## src/rtl/button_press_classifier.sv

```systemverilog
// Purpose : classify each debounced button gesture as SHORT, LONG or DOUBLE press.
// Latency : one pulse per gesture, registered on the clock edge that samples the deciding level.
// Backpr. : none; event pulses are single-cycle and fire-and-forget.
//
// Ports
//   i_clk        system clock
//   i_rst        synchronous active-high reset
//   i_debounced  debounced button level, 1 = pressed
//   o_short      1-cycle pulse: single short press completed (gap expired)
//   o_long       1-cycle pulse: press held LONG_LIMIT samples
//   o_double     1-cycle pulse: second press released within the gap
//   o_busy       high whenever the classifier is not idle
module button_press_classifier #(
    parameter int unsigned LONG_LIMIT = 50_000_000,
    parameter int unsigned DOUBLE_GAP = 25_000_000
) (
    input  logic i_clk,
    input  logic i_rst,
    input  logic i_debounced,
    output logic o_short,
    output logic o_long,
    output logic o_double,
    output logic o_busy
);

    localparam int unsigned MAX_LIMIT = (LONG_LIMIT > DOUBLE_GAP) ? LONG_LIMIT : DOUBLE_GAP;
    localparam int          CNT_W     = $clog2(MAX_LIMIT + 1);

    localparam logic [CNT_W-1:0] CNT_ONE  = CNT_W'(1);
    localparam logic [CNT_W-1:0] CNT_MAX  = {CNT_W{1'b1}};
    localparam logic [CNT_W-1:0] LONG_CNT = CNT_W'(LONG_LIMIT);
    localparam logic [CNT_W-1:0] GAP_CNT  = CNT_W'(DOUBLE_GAP);

    typedef enum logic [2:0] {
        ST_IDLE,
        ST_PRESSED,
        ST_LONG_HELD,
        ST_WAIT_GAP,
        ST_SECOND
    } state_t;

    state_t           state_q, state_d;
    logic [CNT_W-1:0] cnt_q, cnt_d;
    logic             prev_q, prev_d;
    logic             short_q, short_d;
    logic             long_q, long_d;
    logic             double_q, double_d;
    logic             busy_q, busy_d;

    logic             rise;
    logic [CNT_W-1:0] cnt_inc;

    // prev resets to 1 so a button held through reset never looks like a new press.
    assign rise    = i_debounced & ~prev_q;

    // Saturating increment: the counter never wraps back to a small value.
    assign cnt_inc = (cnt_q == CNT_MAX) ? cnt_q : cnt_q + CNT_ONE;

    always_comb begin
        state_d  = state_q;
        cnt_d    = cnt_q;
        prev_d   = i_debounced;
        short_d  = 1'b0;
        long_d   = 1'b0;
        double_d = 1'b0;

        unique case (state_q)
            ST_IDLE: begin
                if (rise) begin
                    state_d = ST_PRESSED;
                    cnt_d   = CNT_ONE;
                end
            end

            ST_PRESSED: begin
                if (i_debounced) begin
                    cnt_d = cnt_inc;
                    if (cnt_inc == LONG_CNT) begin
                        long_d  = 1'b1;
                        state_d = ST_LONG_HELD;
                    end
                end else begin
                    // The release sample is already the first low sample of the gap.
                    // A release on the would-be LONG edge lands here: LONG needs a high sample.
                    if (GAP_CNT == CNT_ONE) begin
                        short_d = 1'b1;
                        state_d = ST_IDLE;
                        cnt_d   = '0;
                    end else begin
                        state_d = ST_WAIT_GAP;
                        cnt_d   = CNT_ONE;
                    end
                end
            end

            ST_LONG_HELD: begin
                // LONG already reported; the release is silent.
                if (!i_debounced) begin
                    state_d = ST_IDLE;
                    cnt_d   = '0;
                end
            end

            ST_WAIT_GAP: begin
                if (i_debounced) begin
                    state_d = ST_SECOND;
                end else begin
                    cnt_d = cnt_inc;
                    if (cnt_inc == GAP_CNT) begin
                        short_d = 1'b1;
                        state_d = ST_IDLE;
                        cnt_d   = '0;
                    end
                end
            end

            ST_SECOND: begin
                // Second press is not timed; only its release matters.
                if (!i_debounced) begin
                    double_d = 1'b1;
                    state_d  = ST_IDLE;
                    cnt_d    = '0;
                end
            end

            default: begin
                state_d = ST_IDLE;
                cnt_d   = '0;
            end
        endcase

        busy_d = (state_d != ST_IDLE);
    end

    always_ff @(posedge i_clk) begin
        if (i_rst) begin
            state_q  <= ST_IDLE;
            cnt_q    <= '0;
            prev_q   <= 1'b1;
            short_q  <= 1'b0;
            long_q   <= 1'b0;
            double_q <= 1'b0;
            busy_q   <= 1'b0;
        end else begin
            state_q  <= state_d;
            cnt_q    <= cnt_d;
            prev_q   <= prev_d;
            short_q  <= short_d;
            long_q   <= long_d;
            double_q <= double_d;
            busy_q   <= busy_d;
        end
    end

    assign o_short  = short_q;
    assign o_long   = long_q;
    assign o_double = double_q;
    assign o_busy   = busy_q;

endmodule

```

## config.mk

```make
export PLATFORM = sky130hd
export DESIGN_NAME = button_press_classifier
export DESIGN_NICKNAME = d
export VERILOG_FILES = /design/src/rtl/button_press_classifier.sv
export SDC_FILE = /design/constraint.sdc
export NUM_CORES = 1
export LEC_CHECK = 0
export CAP_MARGIN = 20
export CORE_MARGIN = 3
export CORE_UTILIZATION = 45
export DETAILED_ROUTE_END_ITERATION = 12
export GPL_TIMING_DRIVEN = 0
export HOLD_SLACK_MARGIN = 0.06
export SETUP_SLACK_MARGIN = 0.4
export SLEW_MARGIN = 40
export SYNTH_ARGS = -nofsm -noshare
export SYNTH_HDL_FRONTEND = slang
export SYNTH_SLANG_ARGS = --single-unit
```

## constraint.sdc

```tcl
create_clock -name i_clk -period 4.5 [get_ports i_clk]
set_clock_uncertainty 0.05 [all_clocks]
set_input_delay 0.45 -clock i_clk [delete_from_list [all_inputs] [get_ports i_clk]]
set_output_delay 0.45 -clock i_clk [all_outputs]
set_load 0.05 [all_outputs]
```

# Word-level counts from Yosys, hierarchy flattened
# Cells that the tools add are included.
[classes]
add_sub_neg = 1
mul = 0
div = 0
n_lt_le_gt_ge = 0
n_eq_ne = 10
shifts = 0
n_mux = 17
bitwise = 6
n_reduce_logical = 7
[op_table]
columns = ["cell", "n"]
rows = [
  ["$mux 26", 6],
  ["$pmux 26 s4", 1],
  ["$eq 26x26->1 const B", 2],
  ["$add 26x1->26 const B", 1],
  ["$eq 26x25->1 const B", 1],
  ["$mux 3", 6],
  ["$pmux 3 s4", 1],
  ["$eq 3x2->1 const B", 2],
  ["$ne 2x2->1 const B", 3],
  ["$reduce_or 3->1", 2],
  ["$not 1->1", 5],
  ["$reduce_or 2->1", 2],
  ["$eq 3x1->1 const B", 1],
  ["$eq 3x3->1 const B", 1],
  ["$logic_not 3->1", 1],
  ["$mux 1", 3],
  ["$reduce_and 3->1", 1],
  ["$reduce_bool 3->1", 1],
  ["$and 1x1->1", 1],
]
[word_totals]
reg_bits = 34
latch_bits = 0
ramBits = 0
mem_bits_ro = 0
input_bits = 3
output_inout_bits = 4
memories = 0

# Longest topological paths before layout
# Gate-level depths: netlist of the first run.
[logic_depth]
depth_word = 7
depth_mapped = 13
depth_no_buf = 10

# Worst setup path before layout of the first run
# OpenSTA, ideal clock, no wires.
[synth_timing]
path_type = "reg-to-reg"
startpoint = "reg cnt_q[1]"
endpoint = "reg cnt_q[8]"
arrival_time_ns = 3.052
slack_ns = 1.264
path_stages_with_launch = 13
period_less_slack_ns = 3.236
cell_sequence = "dfxtp_1 ha_1 clkbuf_1 nand4_1 nor4_2 nand2_1 a311o_1 a2111oi_4 and4_4 nor2b_2 buf_4 a31oi_1 a211oi_1"
[synth_between]
elab_chain_cells = 6
word_cells_on_any_way = 8
[synth_rtl]
columns = ["item", "line_no", "rtl"]
rows = [
  ["start, declared", "43", "logic [CNT_W-1:0] cnt_q, cnt_d;"],
  ["start signal, assigned", "146", "cnt_q <= cnt_d;"],
  ["$add 26x1->26 or $eq 26x26->1 (tied branches)", "57", "assign cnt_inc = (cnt_q == CNT_MAX) ? cnt_q : cnt_q + CNT_ONE;"],
  ["$mux 26 *", "57", ""],
  ["$eq 26x25->1", "109", "if (cnt_inc == GAP_CNT) begin"],
  ["$mux 26", "109", ""],
  ["$mux 26", "105", "if (i_debounced) begin"],
  ["$pmux 26 s4 *", "67", "unique case (state_q)"],
]
# Every way passes the cells marked *; elsewhere a longest branch is shown, timed or not. The select of a mux whose other input is x is not followed.
# A chain may end at the register's enable or synchronous reset.

# Worst setup path after layout of the first run
[layout_timing]
startpoint = "reg cnt_q[1]"
endpoint = "reg state_q[1]"
[layout_between]
elab_chain_cells = 6
word_cells_on_any_way = 10
[layout_rtl]
columns = ["item", "line_no", "rtl"]
rows = [
  ["$add 26x1->26 or $eq 26x26->1 (tied branches)", "57", ""],
  ["$mux 26 *", "57", ""],
  ["$eq 26x25->1 or $eq 26x26->1 (tied branches)", "109, 78", ""],
  ["$mux 3 (on tied branches)", "109, 78", ""],
  ["$mux 3 (on tied branches)", "105, 76", ""],
  ["$pmux 3 s4 *", "67", ""],
  ["end signal, assigned", "145", "state_q <= state_d;"],
  ["end, declared", "42", "state_t state_q, state_d;"],
]
# Every way passes the cells marked *; elsewhere a longest branch is shown, timed or not.

==> results of run 1 <==
## cell type report
class                           instances  area [sq um]
Tap cell                               70         87.58
Clock buffer                            7         86.33
Buffer                                 22         116.4
Multi-Input combinational cell        265          1702
Sequential cell                        34         680.7
Clock inverter                          1         5.005
Fill cell                             528          2477
Inverter                                6         22.52
Timing Repair Buffer                    6         60.06
## placed cells by master, fill, tap and decap left out, types with 6 or more instances in the layout
cell type	n
a21oi_1	19
clkbuf_8	6
a211oi_1	9
nor3_1	6
xnor2_1	8
o21ai_0	23
clkdlybuf4s50_1	6
nand2_1	41
nand3_1	12
inv_1	6
a31oi_1	12
clkbuf_1	9
dfxtp_1	34
nand4_1	9
nor2_1	33
## sequential cells by signal, summed over array words and instances (netlist names)
name	flops
cnt_q	26
state_q	3
o_long	1
o_double	1
o_short	1
o_busy	1
prev_q	1
## power groups by stage
stage | clock network [W] | logic, W | registers, W
global route | 0.000255 | 0.000333 | 0.000331
finish | 0.000236 | 0.000300 | 0.000328
global placement | 0 | 0.000299 | 0.000334
floorplan | 0 | 0.000205 | 0.000342
CTS | 0.000243 | 0.000296 | 0.000328
detailed placement | 0 | 0.000294 | 0.000335
## worst max-delay path, cell delays in order (launching register included)
cell and delay (ns):
dfxtp_1 0.44, ha_1 0.18, clkbuf_2 0.19, and4_1 0.21
clkbuf_2 0.28, nand2_1 0.29, o31ai_2 0.38, mux2i_1 0.36
o21ai_0 0.24, nor4_2 0.39, nand4_1 0.22, a21o_1 0.22
a31oi_1 0.18
## logic make-up after synthesis
logic type / share of synthesized area (%)
muxes: 1.199
buffers and inverters: 5.447
AOI/OAI and AO/OA: 28.34
adders and majority gates: 0.4997
xor gates and xnor gates: 4.548
and+or+nand+nor: 32.78
DFF: 27.19
## through the flow
step                      hold WS [ns]  area (sq um)
after floorplan                 0.4155          2504
after global placement          0.4383          2651
after detailed placement        0.4532          2651
after CTS                       0.4644          2744
after global routing            0.5263          2760
final                           0.4627          2760
## worst paths after layout
path                                 from          to  slack, ns  cells past startpoint
worst max-delay path             cnt_q[1]  state_q[1]       0.78                     12
worst min-delay path            cnt_q[19]   cnt_q[19]       0.46                      2
worst max register to register   cnt_q[1]  state_q[1]       0.78                     12
worst min register to register  cnt_q[19]   cnt_q[19]       0.46                      2
## layer usage
layer / routed length (um) / track usage [%] / share of wire [%] / vias to the layer above
li1: - / - / - / 1247
met1: 3456 / 32.45 / 50 / 1182
met2: 2987 / 34.35 / 43 / 61
met3: 278 / 4.148 / 4.0 / 13
met4: 175 / 9.122 / 2.5 / 0
met5: 0 / 0 / 0 / -
==> impl_metrics.toml, run 1 <==
[outcome]
status = "completed"

[clock_network]
clk_root_buffer_cell = "clkbuf_8"
cts_made_buffers = 5
clkLatencyLatePin_ns = 0.29
cts_max_level = 2
postCtsSetupBuffers = 0
cts_tree = "yes"
clockBufferDepth = 2
cts_sinks = 34
hold_buffers = 0
clk_pin_slew_ns = 0.07
ctsResizeCount = 1

[worst_setup_path]
crit_fanout = 10
critPathRequiredTime_ns = 4.66
crit_arrival_ns = 3.88
criticalPathCategory = "reg -> reg"
cp-end-kind = "flip-flop"
worstSetupStartpointType = "flip-flop"

[synthesis]
syn-cell-area_sq_mm = 0.002504
syn_nets = 331
synth.avg_cell_area_sq_um = 7.656
ys_ff_latch = 34
synthCells = 327
synth.most_common_cell = "nand2_1"
yosysSeqAreaShare_pct = 27.19
synth_largest_area_cell = "dfxtp_1"
synth_top_area_share_pct = 27.19
synth_edf_count = 0
ys.flop_type = "dfxtp_1"
yosys-top-cells-area = "dfxtp_1, nand2_1, nor2_1"
ys.warnings.count = 0
synth-async-reset-ratio_pct = 0
ys_types = 66
synth_common_cells = "nand2_1, dfxtp_1, nor2_1, o21ai_0, a21oi_1"

[sta]
worst_slew_pin_slew_ns = 0.7013
rsz0062_at_grt = "false"
final_hold_viol_count = 0
drv_slew = 0
finalWorstSetupSlack_ns = 0.7828
finalCriticalPeriod_ns = 3.717
max-slew-margin-rel_pct = 52.89
final-setup-viol-count = 0
fin_tns_setup_ns = 0
post-route-period-util_pct = 82.60
clock.fmax_ghz = 0.2690

[grt]
antenna_found_initial = 0
grt_pass1_vias = 2266
grt_pass1_wl_um = 11460
grt.total_usage_pct = 23.02
grt_overflow = 0
grt_max_degree = 11

[die]
core_sq_mm = 0.005238
start_util_pct = 47.80
die_x_um = 80.59
fp.dieH_um = 80.59
io_pins = 7
die-area_sq_mm = 0.006495
rows = 26

[cells_and_area]
final_core_util_pct = 52.70
drive_above_1_share_pct = 12.02
fin_cells = 411
n_antenna_cell = 0
syn2layout_area_growth_pct = 10.24
fin_nets = 344

[drt]
drt_pass1_iterations = 4
drtAntennaViolNets = 0
drt-initial-drc-count = 182
routedWlPerCell_um = 16.78
vias_per_cell = 6.090
drc = 0
wl_um = 6898
dr_total_vias = 2503

[power_and_ir_drop]
power.share.sequential_pct = 38.0
switching_share_pct = 38.30
power.static_leakage_nw = 0.9225
power.share.clock_pct = 27.3
intPower_w = 0.0005332
p_switching_w = 0.0003309
combPwrFrac_pct = 34.7
ir_worst_vdd_mv = 0.2272
p_per_area_mw_per_mm2 = 313.1
power_w = 0.0008642

[hold_path]
min_path_type = "reg -> reg"

[placed_design]
dp_hpwl_um = 5147
pre_cts_slack_ns = 0.3786
gp_congestion = 0.9404
dp.cells = 403
port_buffers = 6

[flow_run]
max-cap-violations = 0
Note: power is estimated with default switching activity, not from simulation.
==> inputs of run 2 (changes only) <==
==> constraint.sdc (replaced) <==
create_clock -name i_clk -period 3.2 [get_ports i_clk]
set_clock_uncertainty 0.05 [all_clocks]
set_input_delay 0.32 -clock i_clk [delete_from_list [all_inputs] [get_ports i_clk]]
set_output_delay 0.32 -clock i_clk [all_outputs]
set_load 0.05 [all_outputs]
==> run 2 against run 1 <==
  * Via count up 17%
  * Total power up 66%
  * Hold slack worse by 0.019 ns
  * Utilization up 20 points
  * Sequential cell count unchanged
  * Clock-buffer cell count unchanged
  * Register-to-register slack worse by 0.74 ns
  * Sequential share of layout area down 5.9 points
  * Global-route usage up 5.1 points
  * Die area unchanged
  * Largest power group is now combinational cells
==> impl_metrics.toml, run 2 (synthesis gave the netlist of run 1 again) <==
[cells_and_area]
largest_register = "cnt_q"
final_common_cell = "buf_4"
syn2layout_area_growth_pct = 52.67
drive_above_1_share_pct = 44.78
final_core_util_pct = 72.98
n_antenna_cell = 0
layout_top_registers = "cnt_q x26, state_q x3"
fin_nets = 406
finish.instance_area_sq_mm = 0.003822
largest_reg_flops = 26
layout_common_cells = "buf_4, nand2_1, nor2_1"

[worst_setup_path]
cp-end-kind = "flip-flop"
worstPathCellList = "nand4_1 > or4_4 > buf_12 > a211oi_2 > o211ai_1 > a2111oi_4 > and4_4 > nor4_4 > buf_6 > buf_6 > a31oi_1 > a31oi_1"
reg2reg_to = "cnt_q[2]"
worstSetupStartpointType = "flip-flop"
crit_fanout = 6
cp-startpoint = "cnt_q[8]"
rrSetupSlack_ns = 0.04
criticalPathCategory = "reg -> reg"
crit_arrival_ns = 3.28
critPathRequiredTime_ns = 3.32
cpLargestDelayFamily = "simple AND/OR/NAND/NOR gates"
rr_worst_depth = 12
crit_slowest_cell = "or4_4"
path_buf_inv = 3
max_stage_delay_ns = 0.52
r2r_start = "cnt_q[8]"

[placed_design]
pre_cts_slack_ns = -0.2997
port_buffers = 6
gp_congestion = 0.9096
dp_hpwl_um = 5428
postPlaceCellArea_sq_mm = 0.002784

[grt]
grt_max_degree = 11
grt.total_usage_pct = 28.13
grt_pass1_wl_um = 13820
grt_pass1_vias = 2680
grt_overflow = 0
antenna_found_initial = 0

[clock_network]
hold_buffers = 0
clockBufferDepth = 2
cts_max_level = 2
clk_root_buffer_cell = "clkbuf_8"
clk_pin_slew_ns = 0.07
clkLatencyLatePin_ns = 0.30
cts_sinks = 34
cts_tree = "yes"
cts_made_buffers = 5

[flow_run]
max-cap-violations = 0

[sta]
finalCriticalPeriod_ns = 3.159
final-setup-viol-count = 0
final_hold_viol_count = 0
clock.fmax_ghz = 0.3165
worst_slew_pin_slew_ns = 0.7911
rsz0062_at_grt = "true"
max-slew-margin-rel_pct = 47.15
drv_slew = 0
post-route-period-util_pct = 98.72
finalWorstSetupSlack_ns = 0.04080

[drt]
drt_pass1_iterations = 6
wl_um = 9033
drc = 0
dr_total_vias = 2925
routedWlPerCell_um = 19.14
vias_per_cell = 6.197
drtAntennaViolNets = 0
drt-initial-drc-count = 237

[power_and_ir_drop]
p_per_area_mw_per_mm2 = 375.2
power.static_leakage_nw = 1.434
ir_worst_vdd_mv = 0.4225

[outcome]
status = "completed"

[die]
io_pins = 7
fp.dieH_um = 80.59
die-area_sq_mm = 0.006495
rows = 26
die_x_um = 80.59
start_util_pct = 47.80
core_sq_mm = 0.005238

[hold_path]
min_path_cells = 1
min_path_type = "reg -> reg"
worstHoldStart = "cnt_q[13]"
hold_end = "cnt_q[13]"
run 2: changes by cell type in the layout (fill, tap and decap cells not counted), moves of 9 or more:
| cell | change |
|---|---|
| dfxtp_1 | -16 |
| a21oi_1 | -13 |
| buf_4 | +51 |
| o21ai_0 | -11 |
| dfxtp_2 | +10 |
| a21oi_2 | +10 |
| buf_6 | +9 |
run 2: repair_timing:
item | 4_1_cts | 5_1_grt
cloned | 2 | 1
buffers inserted | 41 | 18
gates resized for setup | 78 | 51
endpoints found under the setup margin | 28 | 28
pin swaps | 39 | 31
run 2: worst max path at each step:
stage	to	slack, ns	depth (start not counted)
finish	cnt_q[2]	0.04	12
global route	cnt_q[2]	-0.04	13
CTS	cnt_q[22]	0.12	13
detailed placement	cnt_q[15]	-0.30	11
global placement	cnt_q[15]	-0.24	11
floorplan	cnt_q[22]	0.37	11
run 2: where the power goes:
| group | internal (W) | switching (W) |
|---|---|---|
| sequential | 0.000444 | 0.0000192 |
| clock | 0.000150 | 0.000161 |
| combinational | 0.000266 | 0.000394 |
| total | 0.000860 | 0.000574 |
run 2: area by class of cell:
type	instances	area (sq um)
repair buffers	68	601.8
multi-input cells	265	2096
plain buffers	22	222.7
fillers	399	1415
well taps	70	87.58
clock buffers	7	76.32
inverters	6	22.52
flip-flops and latches	34	715.7
run 2: metal layers:
layer,routed length [um],track usage [%],up-vias
met4,378,13.68,0
met5,0,0,-
met2,4237,45.20,115
met1,3961,35.90,1409
met3,455,5.269,36
li1,-,-,1365
run 2: worst reg2reg max path, stage by stage, from the launching register on:
cell       delay, ns
dfxtp_1         0.44
nand4_1         0.24
or4_4           0.52
buf_12          0.17
a211oi_2        0.15
o211ai_1        0.18
a2111oi_4       0.42
and4_4          0.32
nor4_4          0.05
buf_6           0.16
buf_6           0.11
a31oi_1         0.17
a31oi_1         0.06
run 2: metrics by stage:
step	std cells	power (W)	setup TNS, ns	hold WS (ns)
2_1_floorplan	327	0.0007899	0	0.3901
3_3_place_gp	403	0.0009173	-4.270	0.4476
3_5_place_dp	403	0.0009219	-5.679	0.4509
4_1_cts	453	0.001329	0	0.4382
5_1_grt	472	0.001503	-0.04013	0.4696
6_report	472	0.001434	0	0.4440
